[config.mk]
export PLATFORM = sky130hd
export DESIGN_NAME = bunny_step_sched
export DESIGN_NICKNAME = d
export VERILOG_FILES = /design/src/rtl/bunny_pkg.sv /design/src/rtl/bunny_tick_div.sv /design/src/rtl/bunny_step_sched.sv
export SDC_FILE = /design/constraint.sdc
export NUM_CORES = 1
export LEC_CHECK = 0
export CAP_MARGIN = 20
export CORE_ASPECT_RATIO = 1.75
export CORE_MARGIN = 2
export CORE_UTILIZATION = 55
export CTS_BUF_LIST = sky130_fd_sc_hd__clkbuf_4 sky130_fd_sc_hd__clkbuf_8 sky130_fd_sc_hd__clkbuf_16
export DETAILED_ROUTE_END_ITERATION = 7
export DONT_BUFFER_PORTS = 1
export PLACE_DENSITY = 0.77
export SLEW_MARGIN = 20
export SYNTH_ARGS = -nofsm -noshare
export SYNTH_HDL_FRONTEND = slang
export SYNTH_SLANG_ARGS = --single-unit
[constraint.sdc]
create_clock -name clk -period 5.1 [get_ports clk]
set_input_delay 0.765 -clock clk [delete_from_list [all_inputs] [get_ports clk]]
set_output_delay 0.765 -clock clk [all_outputs]
set_load 0.02 [all_outputs]
[src/rtl/bunny_pkg.sv]
// Shared types and constants for the bunny game sequencer.
package bunny_pkg;

    typedef enum logic [1:0] {
        ST_IDLE  = 2'd0,
        ST_RUN   = 2'd1,
        ST_PAUSE = 2'd2,
        ST_OVER  = 2'd3
    } state_t;

    localparam int LAPS_MAX     = 255;
    localparam int DIV_BASE_DEF = 16;

endpackage

[src/rtl/bunny_tick_div.sv]
// Step prescaler: counts enabled cycles and pulses tick on the last
// cycle of each period.
module bunny_tick_div #(
    parameter int CNT_W = 5
) (
    input  logic             clk,
    input  logic             rst_n,
    input  logic             en,
    input  logic             clr,
    input  logic [CNT_W-1:0] period,
    output logic             tick
);

    logic [CNT_W-1:0] cnt;

    assign tick = en && (cnt == period - 1'b1);

    always_ff @(posedge clk or negedge rst_n) begin
        if (!rst_n) begin
            cnt <= '0;
        end else if (clr || tick) begin
            cnt <= '0;
        end else if (en) begin
            cnt <= cnt + 1'b1;
        end
    end

endmodule

[src/rtl/bunny_step_sched.sv]
// Game FSM for the bunny datapath: owns position, lives, laps, period
// latching and start/pause/hit priority; the prescaler lives in bunny_tick_div.
module bunny_step_sched
    import bunny_pkg::*;
#(
    parameter int DIV_BASE  = DIV_BASE_DEF,
    parameter int NUM_LIVES = 3,
    parameter int POS_W     = 4
) (
    input  logic             clk,
    input  logic             rst_n,
    input  logic             start,
    input  logic             pause,
    input  logic             hit,
    input  logic [1:0]       speed_sel,
    output logic [POS_W-1:0] pos,
    output logic             step,
    output logic [1:0]       state,
    output logic [1:0]       lives,
    output logic [7:0]       laps,
    output logic             game_over
);

    localparam int CNT_W = $clog2(DIV_BASE) + 1;

    state_t           st;
    logic [CNT_W-1:0] period;
    logic [CNT_W-1:0] sel_period;
    logic             tick;
    logic             div_en;
    logic             div_clr;

    assign sel_period = CNT_W'(DIV_BASE >> speed_sel);
    assign state      = st;

    // A hit or pause in RUN pre-empts the prescaler for that cycle.
    assign div_en  = (st == ST_RUN) && !hit && !pause;
    assign div_clr = ((st == ST_IDLE) && start)
                   || ((st == ST_RUN) && hit);

    bunny_tick_div #(
        .CNT_W (CNT_W)
    ) u_div (
        .clk    (clk),
        .rst_n  (rst_n),
        .en     (div_en),
        .clr    (div_clr),
        .period (period),
        .tick   (tick)
    );

    always_ff @(posedge clk or negedge rst_n) begin
        if (!rst_n) begin
            st        <= ST_IDLE;
            pos       <= '0;
            step      <= 1'b0;
            lives     <= 2'd0;
            laps      <= 8'd0;
            period    <= CNT_W'(DIV_BASE);
            game_over <= 1'b0;
        end else begin
            step <= 1'b0;
            unique case (st)
                ST_IDLE: begin
                    if (start) begin
                        st     <= ST_RUN;
                        pos    <= '0;
                        laps   <= 8'd0;
                        lives  <= 2'(NUM_LIVES);
                        period <= sel_period;
                    end
                end
                ST_RUN: begin
                    if (hit) begin
                        if (lives > 2'd1) begin
                            lives <= lives - 2'd1;
                            pos   <= '0;
                        end else begin
                            lives     <= 2'd0;
                            st        <= ST_OVER;
                            game_over <= 1'b1;
                        end
                    end else if (pause) begin
                        st <= ST_PAUSE;
                    end else if (tick) begin
                        pos    <= pos + 1'b1;
                        step   <= 1'b1;
                        period <= sel_period;
                        if (&pos && laps != 8'(LAPS_MAX)) begin
                            laps <= laps + 8'd1;
                        end
                    end
                end
                ST_PAUSE: begin
                    if (pause) begin
                        st <= ST_RUN;
                    end
                end
                ST_OVER: begin
                    if (start) begin
                        st        <= ST_IDLE;
                        game_over <= 1'b0;
                    end
                end
                default: st <= ST_IDLE;
            endcase
        end
    end

endmodule

==> impl_metrics.csv <==
group,metric,value,unit
run_status,outcome,"complete, no violations",
final_layout,drive_above_1_share,9.32,%
die,dieArea,3260,um^2
placed_design,pre_cts_ws,2.61,ns
grt,grt_max_degree,28,
clock_network,ctsHoldBuffers,0,
grt,grtUsageTotal,23.3,%
final_layout,syn_to_final_growth,3.73,%
setup_path,r2r_start,"period[1]",
run,drv_cap,0,
setup_path,r2r_slack,2.59,ns
setup_path,end_kind,"flip-flop",
logic_synthesis,async_flop_share,100,%
clock_network,post_cts_buffers,0,
die,fp.dieH,74.0,um
logic_synthesis,synth_xor_area_share,6.09,%
sta,max_freq,399,MHz
logic_synthesis,synth_top_family_by_area,"simple AND/OR/NAND/NOR gates",
die,initial_core_util,57.3,%
route,wire_per_inst,17.5,um
logic_synthesis,synthCells,161,
power,powerDensity,475,nW/um^2
setup_path,worstSetupPathType,"flip-flop to flip-flop",
final_layout,design_area,1600,um^2
logic_synthesis,yosysSeqAreaShare,43.9,%
grt,antenna_found_initial,0,
sta,rsz0062_at_grt,"no",
grt,grt.overflow.total,0,
sta,slew_viol_final,0,
clock_network,cts_resized,0,
sta,setup_ws,2.59,ns
logic_synthesis,synth_edf_count,0,
die,io_pins,25,
placed_design,place_area,1550,um^2
logic_synthesis,synth_area,1540,um^2
logic_synthesis,ys_types,46,
logic_synthesis,synth_seq_cells,27,
clock_network,cts.clk_slew.worst_paths,0.09,ns
logic_synthesis,yosysWarnings,0,
setup_path,cp_max_fo,5,
sta,worst_pin_slew,0.930,ns
grt,first_global_vias,1271,
power,p_leak,0.688,nW
final_layout,final_common_cell,"dfrtp_1",
placed_design,gp_congestion,0.863,
final_layout,nNetsFinal,173,
sta,fin_tns_setup,0,ns
logic_synthesis,synth-main-ff-cell,"dfrtp_1",
final_layout,antenna-diode-count,0,
power,finalPower,0.000760,W
logic_synthesis,synth_fa_ha_area_share,3.25,%
setup_path,r2r-end,"laps[7]",
placed_design,io_buffers,0,
clock_network,clockBufferDepth,2,
clock_network,cts_tree,"built",
clock_network,cts_sinks,27,
power,ir_drop,0.330,mV
die,num_rows,25,
clock_network,clock_latency,0.27,ns
logic_synthesis,synth_fp_nets,172,
sta,hold_viol_final,0,
route,vias,1212,
route,drc,0,
logic_synthesis,synthMuxAreaShare,1.38,%
route,firstDrtPassIters,4,
sta,min_period,2.51,ns
logic_synthesis,synthSimpleGateAreaFrac,26.2,%
placed_design,dpl.hpwl,2470,um
placed_design,dp.cells,184,
setup_path,critPathArrivalTime,2.71,ns
final_layout,layout_common_cells,"26 x dfrtp_1, 19 x nand2_1, 10 x o21ai_0",
sta,finalSetupViolCount,0,
die,coreArea,2690,um^2
logic_synthesis,syn_avg_cell_area,9.57,um^2
route,ant_nets,0,
setup_path,start_kind,"flip-flop",
sta,slew_headroom,37.7,%
die,die_x,44.0,um
route,viasPerCell,6.45,
logic_synthesis,synth_compound_area_share,15.6,%
setup_path,reg2reg_depth,7,
setup_path,worstPathRequired,5.30,ns
clock_network,cts_buffers,3,
route,routed_wl,3300,um
grt,grt_pass1_wl,5710,um
min_path,hp-class,"primary input to asynchronous set/reset pin",
sta,fin_worst_skew,0.00492,ns
route,first_iter_violations,44,
clock_network,htreeDepth,1,
sta,finalCritPeriodShare,49.2,%
final_layout,layout.cells.non_filler,188,
clock_network,cts-root-buf,"clkbuf_8",
==> per-stage QoR <==
step           hold slack (ns)  utilization, %
6_report                 0.171            59.4
5_1_grt                  0.158            59.4
4_1_cts                  0.173            59.4
3_5_place_dp             0.470            57.6
3_3_place_gp             0.470            57.6
2_1_floorplan            0.459               -
==> how the worst max path moves through the flow <==
stage	end	from	cells after the start	slack [ns]
final	laps[7]	period[1]	7	2.59
after global routing	laps[0]	period[1]	7	2.31
after CTS	laps[7]	period[1]	7	2.57
after detailed placement	laps[7]	period[1]	7	2.61
after global placement	laps[7]	period[1]	7	2.73
after floorplan	laps[4]	period[1]	7	2.80
==> where the power goes <==
part	switching (W)	total [W]	internal [W]
logic	0.000154	0.000263	0.000109
registers	0.000108	0.000370	0.000262
clock network	0.0000664	0.000128	0.0000614
total	0.000328	0.000760	0.000432
==> synth_stat cells (2+ instances only) <==
cell	n	area [um^2]
nor3b_1	2	15.0
a21o_1	2	15.0
o31ai_1	7	52.6
a31oi_1	4	25.0
ha_1	4	50.1
nand4_1	3	18.8
nand2_1	19	71.3
nor2_1	7	26.3
o21ai_0	10	50.1
a21oi_1	7	35.0
inv_1	6	22.5
clkbuf_1	3	11.3
nand3_1	9	45.0
xnor2_1	2	17.5
o21ai_1	4	20.0
dfrtp_1	26	651
nor2b_1	2	12.5
or4_1	6	45.0
xor2_1	4	35.0
nand2b_1	6	37.5
nor3_1	3	15.0
==> critical path, cell delays in order (launching register included) <==
cell     delay [ns]
dfrtp_1        0.43
inv_1          0.07
ha_1           0.21
xor3_2         0.40
nor4_4         0.42
nand3_2        0.20
or4_1          0.54
a21oi_1        0.16
==> registers in the layout, indices dropped and copies added (netlist names) <==
register and flops:
laps 8, u_div.cnt 5, period 4, pos 4, lives 2, state 2
game_over 1, step 1
==> area by class of cell <==
| class | instances | area (um^2) |
|---|---|---|
| inverters | 6 | 22.5 |
| fillers | 238 | 1090 |
| repair buffers | 1 | 7.51 |
| clock buffers | 4 | 48.8 |
| well taps | 27 | 33.8 |
| multi-input cells | 123 | 810 |
| flip-flops and latches | 27 | 677 |
==> metal layers <==
| metal | share of wire (%) | track usage, % |
|---|---|---|
| met5 | 0 | 0 |
| met3 | 3.2 | 4.13 |
| met1 | 39 | 25.2 |
| met2 | 56 | 42.2 |
| met4 | 2.1 | 11.4 |
==> kinds of logic (layout without fill, tap and decap cells) <==
group | Yosys count | after routing
flip-flops | 27 | 27
multiplexers | 2 | 2
adder cells (fa/ha/maj) | 4 | 4
AO/OA/AOI/OAI | 39 | 39
buffers and inverters | 11 | 11
AND/OR/NAND/NOR | 70 | 70
XOR/XNOR | 8 | 8
(Power assumes the default switching activity.)
==> edit 1: new RTL, same flow settings <==
The package constant `LAPS_MAX` goes from 255 to 128.
--- a/src/rtl/bunny_pkg.sv
+++ b/src/rtl/bunny_pkg.sv
@@ -8,7 +8,7 @@
         ST_OVER  = 2'd3
     } state_t;
 
-    localparam int LAPS_MAX     = 255;
+    localparam int LAPS_MAX     = 128;
     localparam int DIV_BASE_DEF = 16;
 
 endpackage
Behaviour: no difference found for any inputs over 10 cycles, from zero or initial values and one cycle with rst_n low; that may be too few to reach the edited logic, so the function may still have changed.
==> edit 1 against the original RTL <==
  * Worst setup slack got worse by 0.0072 ns
  * Total power is 7.3% lower
  * Final area down 0.31%
  * Critical path type unchanged
  * Wire length shrank 3.2%
  * Synthesized area decreased by 0.65%
  * Final cell count increased by 2.7%
  * Fmax is 0.29% lower
  * Sequential cell count did not move
==> edit 1: results (changes against the original RTL) <==
* Design area at 0.00159 sq mm (-0.31%)
* Non-clock buffer count at 0 (-1)
* Period utilization at 49.3% (+0.14 points)
* P_comb at 221 uW (-16%)
* Worst vdd ir at 0.000251 V (-24%)
* Status: complete, no violations
* Fraction of layout cells with a size suffix above 1 at 6.02% (-3.3 points)
* #MultiIn Comb at 126 (+2.4%)
* Register share of the cell area at 42.5% (+0.13 points)
* Vias per inst at 6.46 (+0.14%)
* Pre-CTS setup slack at 2.56 ns (-0.0501 ns)
* Wire length on met3 at 176 um (+69%)
* Final HPWL DP at 2360 um (-4.6%)
* DR iter-0 viols at 34 (-23%)
* P_int at 420 uW (-2.8%)
* Vias in the first global route at 1282 (+0.87%)
* Routed len/inst at 16.6 um (-5.7%)
* M1 wire length at 1230 um (-3.5%)
* Final #Nets at 179 (+3.5%)
* P_seq at 355 uW (-4%)
* Hold_ws at 0.171 ns (-0.0000570 ns)
* Leak at 0.000666 uW (-3.2%)
* First-pass GRT wire length at 5250 um (-8.1%)
* All-Layer GR Usage at 21.7% (-1.5 points)
* Met2 Wirelength at 1710 um (-7.5%)
* Switch share at 40.4% (-2.8 points)
* Worst Path Max Fanout at 13 (+8)
* Commonest cells in the netlist: dfrtp_1, o21ai_0, nand2_1
* Sequential cells at 27 (unchanged)
* Slew headroom at 43.4% (+5.7 points)
* Slowest library cell on the worst path: dfrtp_1
* Dpl cells at 189 (+2.7%)
* Multi-input gate share of total cell area at 50.2% (-0.39 points)
* Post-place instance area at 0.00155 sq mm (-0.32%)
* Post-Syn Area per Cell at 9.17 sq um (-4.2%)
* GP Congestion at 0.816 (-5.4%)
* Top cell type's share of synthesized area at 42.5% (+0.28 points)
* Clk tree area frac at 3.06% (+0.0096 points)
* Invs w/o clock at 9 (+3)
* Fill count at 233 (-2.1%)
* Vias at 1246 (+2.8%)
* Slowest Stage Delay on Critical Path at 0.65 ns (+0.11 ns)
[edit 1: cell count changes in the layout (fill, tap and decap cells not counted), moves of 3 or more]
cell      change
or3_1         +4
nor3_1        +3
xor2_1        -3
inv_1         +3
o211ai_1      +4
o21ai_0       +8
o31ai_1       -5
or4_1         -3
o21ai_1       -4
nand3_1       +6
nand2_1       -3
[edit 1: final timing paths]
check,from,endpoint
setup / recovery,state[0],laps[6]
hold / removal,rst_n,u_div.cnt[3]
setup reg to reg,state[0],laps[6]
hold reg to reg,period[4],period[4]
max in group asynchronous,rst_n,period[4]
min in group clk,period[4],period[4]
[edit 1: metal layers]
layer  vias up  global-route usage, %
met3         7                   3.93
met4         0                   12.1
met1       601                   22.7
met5         -                      0
met2        39                   39.2
li1        599                      -
[edit 1: kinds of logic after synthesis]
group,synth area share (%)
simple gates,26.6
compound gates,15.9
flops,44.2
buf+inv,3.51
xor+xnor,4.33
fa+ha+maj,4.08
mux,1.39
==> edit 2: new RTL, same flow settings <==
Made on the original files. Register the inputs `start`, `pause`, `hit` and `speed_sel` before use, without a reset. The logic sees them one clock later. Comments in the files are not updated.
--- a/src/rtl/bunny_step_sched.sv
+++ b/src/rtl/bunny_step_sched.sv
@@ -23,6 +23,18 @@
 
     localparam int CNT_W = $clog2(DIV_BASE) + 1;
 
+    logic start_q;
+    logic pause_q;
+    logic hit_q;
+    logic [1:0] speed_sel_q;
+
+    always_ff @(posedge clk) begin
+        start_q     <= start;
+        pause_q     <= pause;
+        hit_q       <= hit;
+        speed_sel_q <= speed_sel;
+    end
+
     state_t           st;
     logic [CNT_W-1:0] period;
     logic [CNT_W-1:0] sel_period;
@@ -30,13 +42,13 @@
     logic             div_en;
     logic             div_clr;
 
-    assign sel_period = CNT_W'(DIV_BASE >> speed_sel);
+    assign sel_period = CNT_W'(DIV_BASE >> speed_sel_q);
     assign state      = st;
 
     // A hit or pause in RUN pre-empts the prescaler for that cycle.
-    assign div_en  = (st == ST_RUN) && !hit && !pause;
-    assign div_clr = ((st == ST_IDLE) && start)
-                   || ((st == ST_RUN) && hit);
+    assign div_en  = (st == ST_RUN) && !hit_q && !pause_q;
+    assign div_clr = ((st == ST_IDLE) && start_q)
+                   || ((st == ST_RUN) && hit_q);
 
     bunny_tick_div #(
         .CNT_W (CNT_W)
@@ -62,7 +74,7 @@
             step <= 1'b0;
             unique case (st)
                 ST_IDLE: begin
-                    if (start) begin
+                    if (start_q) begin
                         st     <= ST_RUN;
                         pos    <= '0;
                         laps   <= 8'd0;
@@ -71,7 +83,7 @@
                     end
                 end
                 ST_RUN: begin
-                    if (hit) begin
+                    if (hit_q) begin
                         if (lives > 2'd1) begin
                             lives <= lives - 2'd1;
                             pos   <= '0;
@@ -80,7 +92,7 @@
                             st        <= ST_OVER;
                             game_over <= 1'b1;
                         end
-                    end else if (pause) begin
+                    end else if (pause_q) begin
                         st <= ST_PAUSE;
                     end else if (tick) begin
                         pos    <= pos + 1'b1;
@@ -92,12 +104,12 @@
                     end
                 end
                 ST_PAUSE: begin
-                    if (pause) begin
+                    if (pause_q) begin
                         st <= ST_RUN;
                     end
                 end
                 ST_OVER: begin
-                    if (start) begin
+                    if (start_q) begin
                         st        <= ST_IDLE;
                         game_over <= 1'b0;
                     end
Behaviour: not the same (Yosys sat finds a counterexample within 4 cycles, from zero or initial values and one cycle with rst_n low).
==> edit 2 against the original RTL <==
  * Worst setup slack better by 0.10 ns
  * Sequential share of layout area is 4.2 points higher
  * Hold slack worse by 0.0089 ns
  * Total power is 2.2% higher
  * Synthesized area is 2.0% higher
  * Wire length is 7.5% lower
  * Fmax is 4.2% higher
  * First-iteration DRC count is 57% lower
  * Non-clock buffer count is 1 lower
  * Final area is 4.5% higher
  * Combinational power is 21% lower
  * Sequential cell count is 5 higher
==> edit 2: results (changes against the original RTL) <==
* Status: complete, no violations
* Slowest library cell on the worst path: o21ai_1
* Worst skew pair latency at 0.29 ns (+0.02 ns)
* First-pass GRT wire length at 5060 um (-11%)
* Htree depth at 2 (+1)
* M1 wire length at 1100 um (-14%)
* Routed len/inst at 16.1 um (-8.5%)
* All-Layer GR Usage at 21.6% (-1.6 points)
* Slew headroom at 57.4% (+20 points)
* Synth Area in XOR/XNOR at 5.57% (-0.52 points)
* Top cells by area, synth: dfrtp_1, dfxtp_1, nand2_1, a21oi_1, or4_1
* Adder-Cell Fraction of Synth Area at 3.18% (-0.065 points)
* Clock Skew at 0.0127 ns (+0.00781 ns)
* Vias per inst at 6.17 (-4.2%)
* Pre-CTS setup slack at 2.68 ns (+0.0718 ns)
* Mux cell area share after synthesis at 3.98% (+2.6 points)
* DR iter-0 viols at 19 (-57%)
* Leak at 0.000703 uW (+2.2%)
* Met2 Wirelength at 1730 um (-6.4%)
* GRT met1 Usage at 20.1% (-5.1 points)
* Post-place instance area at 0.00158 sq mm (+2.0%)
* Worst vdd ir at 0.000296 V (-10%)
* Post-Syn Area per Cell at 9.89 sq um (+3.3%)
* Vias in the first global route at 1210 (-4.8%)
* Final HPWL DP at 2320 um (-6.3%)
* GP Congestion at 0.811 (-6.0%)
* Worst Path Max Fanout at 22 (+17)
* CTS buffer count at 5 (+2)
* GR Layer Usage met2 at 39.9% (-2.3 points)
* Post-Route WL at 3050 um (-7.5%)
* Fraction of layout cells with a size suffix above 1 at 8.59% (-0.73 points)
* Commonest cells in the netlist: dfrtp_1, nand2_1, a21oi_1
* Slowest Stage Delay on Critical Path at 0.45 ns (-0.09 ns)
* Compound-gate portion of the synthesized area at 12.6% (-3.0 points)
==> edit 2: cell count changes after synthesis, sizes merged, moves of 3 or more <==
| cell | delta |
|---|---|
| nand3 | -3 |
| o21ai | -6 |
| a21oi | +4 |
| dfxtp | +5 |
| nand2 | -3 |
| mux2i | +3 |
==> edit 2: area by class of cell <==
type                            instances  area, sq um
Tap cell                               27         33.8
Inverter                                7         26.3
Clock buffer                            7         83.8
Fill cell                             230         1050
Multi-Input combinational cell        116          744
Clock inverter                          1         5.00
Sequential cell                        32          777
==> edit 2: power by group through the flow <==
stage	logic [uW]	registers [uW]	clock network (uW)
after detailed placement	208	380	0
after global placement	197	379	0
after floorplan	188	356	0
after global routing	231	385	204
final	207	377	193
after CTS	208	376	196
==> edit 2: final timing paths <==
path	slack, ns	end
setup / recovery	2.69	period[3]
hold / removal	0.16	laps[1]
setup reg to reg	2.69	period[3]
hold reg to reg	0.51	period[2]
max in group asynchronous	4.76	period[4]
min in group clk	0.51	period[2]
